<file path="src/rtl/clk_gen_glitch_free_mux_pkg.sv">
// Shared constants for the clock generator / glitch-free clock mux slice.
`timescale 1ns/100ps
package clk_gen_glitch_free_mux_pkg;

   // sel encoding (sys_clk domain); value i selects mux source i
   localparam logic [1:0] SEL_CLK1 = 2'd0;
   localparam logic [1:0] SEL_CLK2 = 2'd1;
   localparam logic [1:0] SEL_CLK3 = 2'd2;
   localparam logic [1:0] SEL_OFF  = 2'd3;

   // Default divide ratios against the 200 MHz reference
   localparam int DIV0_DEF        = 200;
   localparam int DIV1_DEF        = 8;
   localparam int DIV2_DEF        = 4;
   localparam int DIV3_DEF        = 2;
   localparam int LOCK_CYCLES_DEF = 16;

   // Number of clocks feeding the switching mux (clk_div1..clk_div3)
   localparam int NUM_SRC = 3;

endpackage

</file>
<file path="src/rtl/clk_gen_glitch_free_mux_clk_div_even.sv">
// Even integer clock divider: counter plus registered toggle flop, 50% duty.
// DIV must be even and >= 2; the output is a flop, so it never glitches.
`timescale 1ns/100ps
module clk_div_even #(
   parameter int DIV = 2
) (
   input  logic sys_clk,
   input  logic sys_rst_n,
   output logic clk_div
);

   localparam int HALF = DIV / 2;
   localparam int CW   = (HALF > 1) ? $clog2(HALF) : 1;
   localparam logic [CW-1:0] CNT_MAX = CW'(HALF - 1);

   logic [CW-1:0] cnt_q, cnt_d;
   logic          clk_q, clk_d;

   // Count half periods; toggle and wrap at the terminal count
   always_comb begin
      cnt_d = cnt_q + CW'(1);
      clk_d = clk_q;
      if (cnt_q == CNT_MAX) begin
         cnt_d = '0;
         clk_d = ~clk_q;
      end
   end

   // Counter and toggle flop, cleared asynchronously
   always_ff @(posedge sys_clk or negedge sys_rst_n) begin
      if (!sys_rst_n) begin
         cnt_q <= '0;
         clk_q <= 1'b0;
      end else begin
         cnt_q <= cnt_d;
         clk_q <= clk_d;
      end
   end

   assign clk_div = clk_q;

endmodule

</file>
<file path="src/rtl/clk_gen_glitch_free_mux.sv">
// Clock root: four divided clocks, a lock indicator, and a glitch-free mux
// that switches clk_out between clk_div1..3 with a break-before-make
// handshake. Each source's enable is synchronized on that source's falling
// edge, so the AND gate only opens or closes while the source is low.
`timescale 1ns/100ps
module clk_gen_glitch_free_mux
   import clk_gen_glitch_free_mux_pkg::*;
#(
   parameter int DIV0        = DIV0_DEF,
   parameter int DIV1        = DIV1_DEF,
   parameter int DIV2        = DIV2_DEF,
   parameter int DIV3        = DIV3_DEF,
   parameter int LOCK_CYCLES = LOCK_CYCLES_DEF
) (
   input  logic       sys_clk,
   input  logic       sys_rst_n,
   input  logic [1:0] sel,
   output logic       clk_div0,
   output logic       clk_div1,
   output logic       clk_div2,
   output logic       clk_div3,
   output logic       pll_lock,
   output logic       clk_out
);

   localparam int LW = $clog2(LOCK_CYCLES + 1);
   localparam logic [LW-1:0] LOCK_MAX = LW'(LOCK_CYCLES);

   clk_div_even #(.DIV(DIV0)) u_div0 (.sys_clk(sys_clk), .sys_rst_n(sys_rst_n), .clk_div(clk_div0));
   clk_div_even #(.DIV(DIV1)) u_div1 (.sys_clk(sys_clk), .sys_rst_n(sys_rst_n), .clk_div(clk_div1));
   clk_div_even #(.DIV(DIV2)) u_div2 (.sys_clk(sys_clk), .sys_rst_n(sys_rst_n), .clk_div(clk_div2));
   clk_div_even #(.DIV(DIV3)) u_div3 (.sys_clk(sys_clk), .sys_rst_n(sys_rst_n), .clk_div(clk_div3));

   logic [LW-1:0] lock_cnt_q, lock_cnt_d;
   logic          pll_lock_q, pll_lock_d;

   // Saturating lock counter; lock is sticky until reset
   always_comb begin
      lock_cnt_d = (lock_cnt_q == LOCK_MAX) ? lock_cnt_q : lock_cnt_q + LW'(1);
      pll_lock_d = pll_lock_q | (lock_cnt_d == LOCK_MAX);
   end

   // Lock counter and lock flag
   always_ff @(posedge sys_clk or negedge sys_rst_n) begin
      if (!sys_rst_n) begin
         lock_cnt_q <= '0;
         pll_lock_q <= 1'b0;
      end else begin
         lock_cnt_q <= lock_cnt_d;
         pll_lock_q <= pll_lock_d;
      end
   end

   assign pll_lock = pll_lock_q;

   logic                mux_rst_n;
   logic [NUM_SRC-1:0]  src, en;

   assign mux_rst_n = sys_rst_n & pll_lock_q;
   assign src       = {clk_div3, clk_div2, clk_div1};

   genvar i;
   generate
      for (i = 0; i < NUM_SRC; i++) begin : g_src
         logic rst_meta_q, rst_sync_q;
         logic req_d, req_q;
         logic en_d, en_q;

         // Reset assert is immediate; release is retimed to this source's falling edge
         always_ff @(negedge src[i] or negedge mux_rst_n) begin
            if (!mux_rst_n) begin
               rst_meta_q <= 1'b0;
               rst_sync_q <= 1'b0;
            end else begin
               rst_meta_q <= 1'b1;
               rst_sync_q <= rst_meta_q;
            end
         end

         // Request only when selected and every other source has let go
         always_comb begin
            req_d = (sel == 2'(i)) && ((en & ~(NUM_SRC'(1) << i)) == '0);
            en_d  = req_q;
         end

         // Two-stage enable chain on the falling edge of this source
         always_ff @(negedge src[i] or negedge rst_sync_q) begin
            if (!rst_sync_q) begin
               req_q <= 1'b0;
               en_q  <= 1'b0;
            end else begin
               req_q <= req_d;
               en_q  <= en_d;
            end
         end

         assign en[i] = en_q;
      end
   endgenerate

   assign clk_out = |(src & en);

endmodule

</file>
<file path="config.mk">
export PLATFORM = sky130hd
export DESIGN_NAME = clk_gen_glitch_free_mux
export DESIGN_NICKNAME = d
export VERILOG_FILES = /design/src/rtl/clk_gen_glitch_free_mux_pkg.sv /design/src/rtl/clk_gen_glitch_free_mux_clk_div_even.sv /design/src/rtl/clk_gen_glitch_free_mux.sv
export SDC_FILE = /design/constraint.sdc
export NUM_CORES = 1
export LEC_CHECK = 0
export BUFFER_PORTS_ARGS = -buffer_cell sky130_fd_sc_hd__buf_4
export CELL_PAD_IN_SITES_DETAIL_PLACEMENT = 0
export CELL_PAD_IN_SITES_GLOBAL_PLACEMENT = 2
export CORE_AREA = 8 8 65 67
export DETAILED_ROUTE_END_ITERATION = 16
export DIE_AREA = 0 0 73 75
export PLACE_DENSITY_LB_ADDON = 0.05
export SLEW_MARGIN = 20
export SYNTH_ARGS = -nofsm -noshare
export SYNTH_HDL_FRONTEND = slang
export SYNTH_HIERARCHICAL = 1
export SYNTH_SLANG_ARGS = --single-unit
</file>
<file path="constraint.sdc">
create_clock -name sys_clk -period 1.75 [get_ports sys_clk]
set_input_delay 0 -clock sys_clk [delete_from_list [all_inputs] [get_ports sys_clk]]
set_output_delay 0 -clock sys_clk [all_outputs]
set_load 0.01 [all_outputs]
</file>
==> impl_results.md, run 1 <==
* Outcome: finished clean
* Drt first pass iters at 4
* Die height at 75 um
* Ys flop type: dfrtp_1
* Max Root-Sink Buffers at 2
* Routed length per instance at 12.2 um
* Endpoints left unconstrained at 9
* Hold Fails Final Rpt at 0
* Total Wirelength at 1880 um
* FILL cells at 318
* Internal Power at 0.000551 W
* Syn Inst Count at 93
* Die X at 73 um
* Setup TNS at 0 ns
* Synth-to-Final Area Change at 13.3%
* Peak supply drop at 405 uV
* CTS tree: done
* FFs w/ async S/R, synth at 100%
* Lkg Pwr at 0.661 nW
* Syn. warnings at 6
* R2r startpoint: lock_cnt_q[0]$_DFF_PN0_
* Final core utilization at 43.4%
* Critical path data required time at 1.94 ns
* Sw frac at 21.3%
* Fmax at 615 MHz
* GRT Resource Usage Total at 8.15%
* Max cap viols at 0
* Yosys reg bits at 32
* WL met3 at 125 um
* Setup violations, final at 0
* Initial DRC Count at 18
* Crit-path slowest cell: dfrtp_1
* PwrDens at 499 nW/um^2
* Hold crit path type: in -> async
* CTS Root Cell: clkbuf_4
* Register-to-Register Path Depth at 6
* First-pass GRT wire length at 3420 um
* Clock network fraction of total power at 30.6%
* Clk_lat worst skew at 0.29 ns
* Initial Utilization at 38.3%
* Post-Syn Area at 1240 um^2
* Post-synth EDFFs at 0
* Max stage delay on crit path at 0.45 ns
* Core area at 3230 um^2
* Rows at 21
* Sequential share of power at 66.1%
* Vias in the first global route at 752
* Uppermost routed layer: met4
* DRC Markers at 0
* Htree depth at 1
* Port bufs at 9
* Placed cells at 150
* Critical Path End Type: register
* Sequential cell area at 801 um^2
* Commonest non-fill, non-tap cell in the layout: dfrtp_1
* RePlAce Congestion at 0.764
* Ports at 10
* Non-Filler Instances at 154
* Num CTS Buffers at 3
* Total die area at 5480 um^2
* Mean post-synth cell area at 13.3 um^2
* Yosys cell types at 30
* Clk slew on worst S/H paths at 0.11 ns
* Register pins left without a clock at 12
* Post-cts resize count at 0
* NetSw at 0.000149 W
* Crit path DAT at 1.82 ns
* R2R Path End: pll_lock$_DFF_PN0_
* Area of the multi-input gates at 422 um^2
* Via count at 711
* Worst Setup Path Type: reg -> reg
* Pre-CTS setup slack at 0.138 ns
* Critical Path Fanout Max at 5
* Worst-path cell chain: inv_1 -> ha_1 -> nand3b_1 -> nor2_2 -> mux2_4 -> a31o_1
* Comb power frac at 3.3%
* Metal2 WL at 884 um
* Sequential-to-total area share from yosys stat at 64.7%
* Most frequent cells in the layout: dfrtp_1, dfrtn_1, buf_4
* Post-route ant nets at 0
* Grt total ovfl at 0
* Hold Worst Slack at 0.109 ns
* HPWL after detailed placement at 1370 um
* Post-route minimum period at 1.63 ns
* Fin crit share at 93.0%
* Initial antenna violation count at 0
* RSZ-0062 raised after global routing: false
* M1 WL at 858 um
* # diodes at 0
* Vias per cell at 4.62
* Worst Setup Start Kind: register
* Layout cells sized above 1 at 15.7%
* Pin count of the biggest net entering global routing at 22
* R2R Setup Slk at 0.12 ns
* Setup Skew at 0.00210 ns
* Final Slew Violations at 0
* Final WS setup at 0.123 ns
* Layout net count at 118
==> how the worst max path moves through the flow <==
stage / to / slack [ns] / depth (start not counted) / startpoint
floorplan: pll_lock$_DFF_PN0_ / 0.23 / 6 / lock_cnt_q[0]$_DFF_PN0_
global placement: pll_lock$_DFF_PN0_ / 0.19 / 6 / lock_cnt_q[0]$_DFF_PN0_
detailed placement: pll_lock$_DFF_PN0_ / 0.14 / 6 / lock_cnt_q[0]$_DFF_PN0_
CTS: pll_lock$_DFF_PN0_ / 0.12 / 6 / lock_cnt_q[0]$_DFF_PN0_
global route: pll_lock$_DFF_PN0_ / 0.02 / 6 / lock_cnt_q[0]$_DFF_PN0_
finish: pll_lock$_DFF_PN0_ / 0.12 / 6 / lock_cnt_q[0]$_DFF_PN0_
==> sequential cells by signal, summed over array words and instances, names as in the netlist <==
register and cells:
g_src.en_q 3, g_src.rst_sync_q 3, lock_cnt_q 5, pll_lock 1, u_div1/clk_div 1, u_div0/clk_div 1
u_div2/cnt_q 1, u_div2/clk_div 1, u_div0/cnt_q 7, u_div1/cnt_q 2, u_div3/clk_div 1, g_src.rst_meta_q 3
g_src.en_d 3
==> worst max-delay path, delay by kind of cell, from the launching register on <==
kind                       cells  cell delay [ns]
DFF                            1             0.45
muxes                          1             0.32
and+or+nand+nor                2             0.31
AOI/OAI and AO/OA              1             0.20
adders and majority gates      1             0.16
buffers and inverters          1             0.10
==> routing by layer <==
layer  global-route usage, %  up-vias
li1                        -      344
met1                    9.82      352
met2                    12.9       13
met3                    3.33        2
met4                    2.67        0
met5                       0        -
==> cell families (layout without fill, tap and decap cells) <==
group                      count (synthesis)  count (layout)  share of synthesized area (%)
adders and majority gates                  4               4                           4.04
buffers and inverters                      6              19                           1.82
xor gates and xnor gates                   9               9                           6.37
muxes                                      2               2                           2.12
DFF                                       32              32                           64.7
other                                      1               3                          0.303
AOI/OAI and AO/OA                         10              10                           5.66
and+or+nand+nor                           29              29                           15.0
==> repair_timing <==
item	CTS	global route
hold endpoints to repair	20	0
setup buffers	0	0
setup endpoints to repair	0	0
hold buffers	1	0
==> power by group through the flow <==
stage / clock [W] / sequential, W / combinational, W
detailed placement: 0 / 0.000472 / 0.0000226
floorplan: 0 / 0.000472 / 0.00000538
finish: 0.000214 / 0.000463 / 0.0000229
global placement: 0 / 0.000472 / 0.0000221
CTS: 0.000233 / 0.000463 / 0.0000244
global route: 0.000257 / 0.000463 / 0.0000271
==> synthesized netlist by cell type, drive strengths merged (2+ instances only) <==
cell	number	area (um^2)
and2	2	12.5
a21oi	2	10.0
xnor2	6	52.6
nor2	8	32.5
nand3	6	30.0
nor4b	2	17.5
mux2	2	26.3
nand2	4	15.0
ha	4	50.1
inv	6	22.5
o21ai	2	10.0
dfrtn	12	300
xor2	3	26.3
dfrtp	20	500
==> layout make-up <==
type / count / share of cell area (%)
inverters: 6 / 1.61
well taps: 46 / 4.10
repair buffers: 10 / 5.53
flip-flops and latches: 32 / 57.1
clock buffers: 3 / 1.61
multi-input cells: 57 / 30.1
==> stage by stage <==
stage,power [W],cell area [um^2]
after global placement,0.000494,1370
after floorplan,0.000477,1240
after detailed placement,0.000494,1370
final,0.000699,1400
after CTS,0.000720,1400
after global routing,0.000747,1400
(Power assumes the default switching activity.)
==> run 2, diff against run 1 <==
- CAP_MARGIN: unset -> 25
- CORE_AREA: 8 8 65 67 -> 8 8 66 68
- DIE_AREA: 0 0 73 75 -> 0 0 74 76
- SYNTH_HIERARCHICAL: 1 -> unset
==> run 2 against run 1 <==
  * Highest routed layer unchanged
  * Global-route usage down 0.46 points
  * Area after synthesis up 3.5%
  * Routed wire length down 0.27%
  * Largest cell class unchanged
  * Total power up 24%
  * Register-to-register slack better by 0.15 ns
  * Critical path type unchanged
  * Critical path depth down 1
  * Largest power group unchanged
  * Die area up 2.7%
==> impl_results.md, run 2 <==
* Setup violations, final at 0 (unchanged)
* Fmax at 676 MHz (+9.9%)
* Port bufs at 9 (unchanged)
* Count leader, synth: dfrtp_1
* Clk_lat worst skew at 0.30 ns (about the same)
* Vias in the first global route at 754 (+0.27%)
* Worst-path cell chain: inv_1 -> ha_1 -> and4bb_2 -> a21o_1 -> o32a_1
* Setup Skew at 0.0104 ns (+0.00833 ns)
* RSZ-0062 raised after global routing: false
* Layout cells sized above 1 at 16.8% (+1.1 points)
* R2r startpoint: lock_cnt_q[0]$_DFF_PN0_
* Drt first pass iters at 4 (unchanged)
* Sequential-to-total area share from yosys stat at 62.5% (-2.2 points)
* Crit-path slowest cell: dfrtp_1
* Yosys reg bits at 32 (unchanged)
* Htree depth at 1 (unchanged)
* Placed cells at 150 (unchanged)
* Ys flop type: dfrtp_1
* Critical path data required time at 1.94 ns (about the same)
* Worst Setup Start Kind: register
* Layout net count at 116 (-1.7%)
* FFs w/ async S/R, synth at 100% (unchanged)
* Max cap viols at 0 (unchanged)
* Synth area leader: dfrtp_1
* Post-CTS Setup Inserts at 0 (unchanged)
* Grt total ovfl at 0 (unchanged)
* Clk slew on worst S/H paths at 0.12 ns (about the same)
* Core area at 3440 um^2 (+6.5%)
* Vias per cell at 4.55 (-1.3%)
* FILL cells at 336 (+5.7%)
* Initial DRC Count at 33 (+15)
* CTS tree: done
* Initial Utilization at 37.2% (-1.1 points)
* Post-cts resize count at 0 (unchanged)
* Top post-synthesis cells by count: dfrtp_1, dfrtn_1, xnor2_1
* Endpoints left unconstrained at 9 (unchanged)
* Pin count of the biggest net entering global routing at 22 (unchanged)
* Setup TNS at 0 ns (unchanged)
* Commonest non-fill, non-tap cell in the layout: dfrtp_1
* Routed length per instance at 12.1 um (-0.91%)
* Buf/Inv on CP at 1 (unchanged)
* Hold Fails Final Rpt at 0 (unchanged)
* Via count at 706 (-0.70%)
* Non-Filler Instances at 155 (+0.65%)
* Initial antenna violation count at 0 (unchanged)
* Post-synth EDFFs at 0 (unchanged)
* Post-route cell area at 1460 um^2 (+4.1%)
* Outcome: finished clean
* Rows at 22 (+4.8%)
* First-pass GRT wire length at 3430 um (+0.20%)
* Max FFs per register at 7 (unchanged)
* GRT Resource Usage Total at 7.69% (-0.46 points)
* Total Wirelength at 1880 um (-0.27%)
* Fin crit share at 84.6% (-8.4 points)
* R2R Path End: pll_lock$_DFF_PN0_
* Total die area at 5620 um^2 (+2.7%)
* Syn. warnings at 0 (-6)
* Area share of the largest cell type after synthesis at 39.1% (-1.4 points)
* Die height at 76 um (+1.3%)
* Ranking of synthesized cells by area: dfrtp_1, dfrtn_1, xnor2_1, ha_1, xor2_1
* Max stage delay on crit path at 0.44 ns (about the same)
* Final Slew Violations at 0 (unchanged)
* RePlAce Congestion at 0.702 (-8.1%)
* R2R Setup Slk at 0.27 ns (+0.15 ns)
* Largest delay share family, worst path: flip-flops
* PwrDens at 593 nW/um^2 (+19%)
* Peak supply drop at 431 uV (+6.5%)
* Hold crit path type: in -> async
* Post-route minimum period at 1.48 ns (-0.147 ns)
* # diodes at 0 (unchanged)
* Lkg Pwr at 0.655 nW (-1.0%)
* Syn Inst Count at 93 (unchanged)
* Ports at 10 (unchanged)
* Register with the most flip-flops: u_div0.cnt_q
* Yosys cell types at 31 (+3.3%)
* DRC Markers at 0 (unchanged)
* Critical Path Fanout Max at 6 (+1)
* Num CTS Buffers at 3 (unchanged)
* Most frequent cells in the layout: dfrtp_1, dfrtn_1, buf_4
* Synth-to-Final Area Change at 14.0%
* Post-route ant nets at 0 (unchanged)
* Post-Syn Area at 1280 um^2 (+3.5%)
* Mean post-synth cell area at 13.8 um^2 (+3.5%)
* Register-to-Register Path Depth at 5 (-1)
* Top flop regs: u_div0.cnt_q x7, lock_cnt_q x5
* Register pins left without a clock at 12 (unchanged)
* DP Area at 1400 um^2 (+2.0%)
* Max Root-Sink Buffers at 2 (unchanged)
* Critical Path End Type: register
* CTS Root Cell: clkbuf_4
* Die X at 74 um (+1.4%)
* Crit path DAT at 1.67 ns (-0.15 ns)
* Worst Setup Path Type: reg -> reg
* HPWL after detailed placement at 1400 um (+2.6%)
==> run 2: through the flow <==
step	worst slack (ns)	power, W	util [%]	hold slack [ns]
finish	0.270	0.000865	42.4	0.106
CTS	0.254	0.000884	42.4	0.0958
floorplan	0.361	0.000477	-	-0.296
global placement	0.320	0.000494	40.6	-0.0964
global route	0.155	0.000901	42.4	0.128
detailed placement	0.280	0.000494	40.6	-0.0934
==> run 2: logic make-up after synthesis <==
group                    share of synthesized area [%]
multiplexers                                     0.781
other                                            0.293
AO/OA/AOI/OAI                                     7.62
XOR/XNOR                                          7.52
AND/OR/NAND/NOR                                   14.2
flip-flops                                        62.5
adder cells (fa/ha/maj)                           3.91
buffers and inverters                             3.22
==> run 2: worst register-to-register path: stages (launching register included) <==
cell	delay (ns)
dfrtp_1	0.44
inv_1	0.08
ha_1	0.26
and4bb_2	0.27
a21o_1	0.17
o32a_1	0.15
==> run 2: metal layers <==
metal  part of all wire [%]  wire length [um]  global-route usage [%]
met1                     45               837                    9.28
met2                     50               939                    12.4
met3                    4.7                89                    2.76
met4                   0.64                12                    2.00
met5                      0                 0                       0
==> run 2: where the power goes <==
| part | leakage (nW) | internal, W | switching (W) |
|---|---|---|---|
| registers | 0.391 | 0.000463 | 0 |
| clock network | 0.0279 | 0.000231 | 0.000148 |
| logic | 0.235 | 0.00000811 | 0.0000148 |
==> run 2: final cells by class <==
| cell class | count | area (um^2) | share of cell area [%] |
|---|---|---|---|
| multi-input combinational | 55 | 447 | 30.6 |
| timing repair buffer | 10 | 77.6 | 5.31 |
| clock inverter | 1 | 30.0 | 2.06 |
| clock buffer | 3 | 22.5 | 1.54 |
| sequential | 32 | 801 | 54.8 |
| tap | 48 | 60.1 | 4.11 |
| inverter | 6 | 22.5 | 1.54 |
==> run 2: timing repair <==
action,4_1_cts,5_1_grt
endpoints found under the setup margin,0,0
endpoints found under the hold margin,20,0
hold buffers,1,0
==> run 2: worst max-delay path by stage <==
stage / startpoint / depth (start not counted) / slack [ns] / end
final: lock_cnt_q[0]$_DFF_PN0_ / 5 / 0.27 / pll_lock$_DFF_PN0_
after global routing: u_div0.cnt_q[0]$_DFF_PN0_ / 4 / 0.15 / u_div0.clk_div$_DFFE_PN0N_
after CTS: lock_cnt_q[0]$_DFF_PN0_ / 5 / 0.25 / pll_lock$_DFF_PN0_
after detailed placement: lock_cnt_q[0]$_DFF_PN0_ / 5 / 0.28 / pll_lock$_DFF_PN0_
after global placement: lock_cnt_q[0]$_DFF_PN0_ / 5 / 0.32 / pll_lock$_DFF_PN0_
after floorplan: lock_cnt_q[0]$_DFF_PN0_ / 5 / 0.36 / pll_lock$_DFF_PN0_
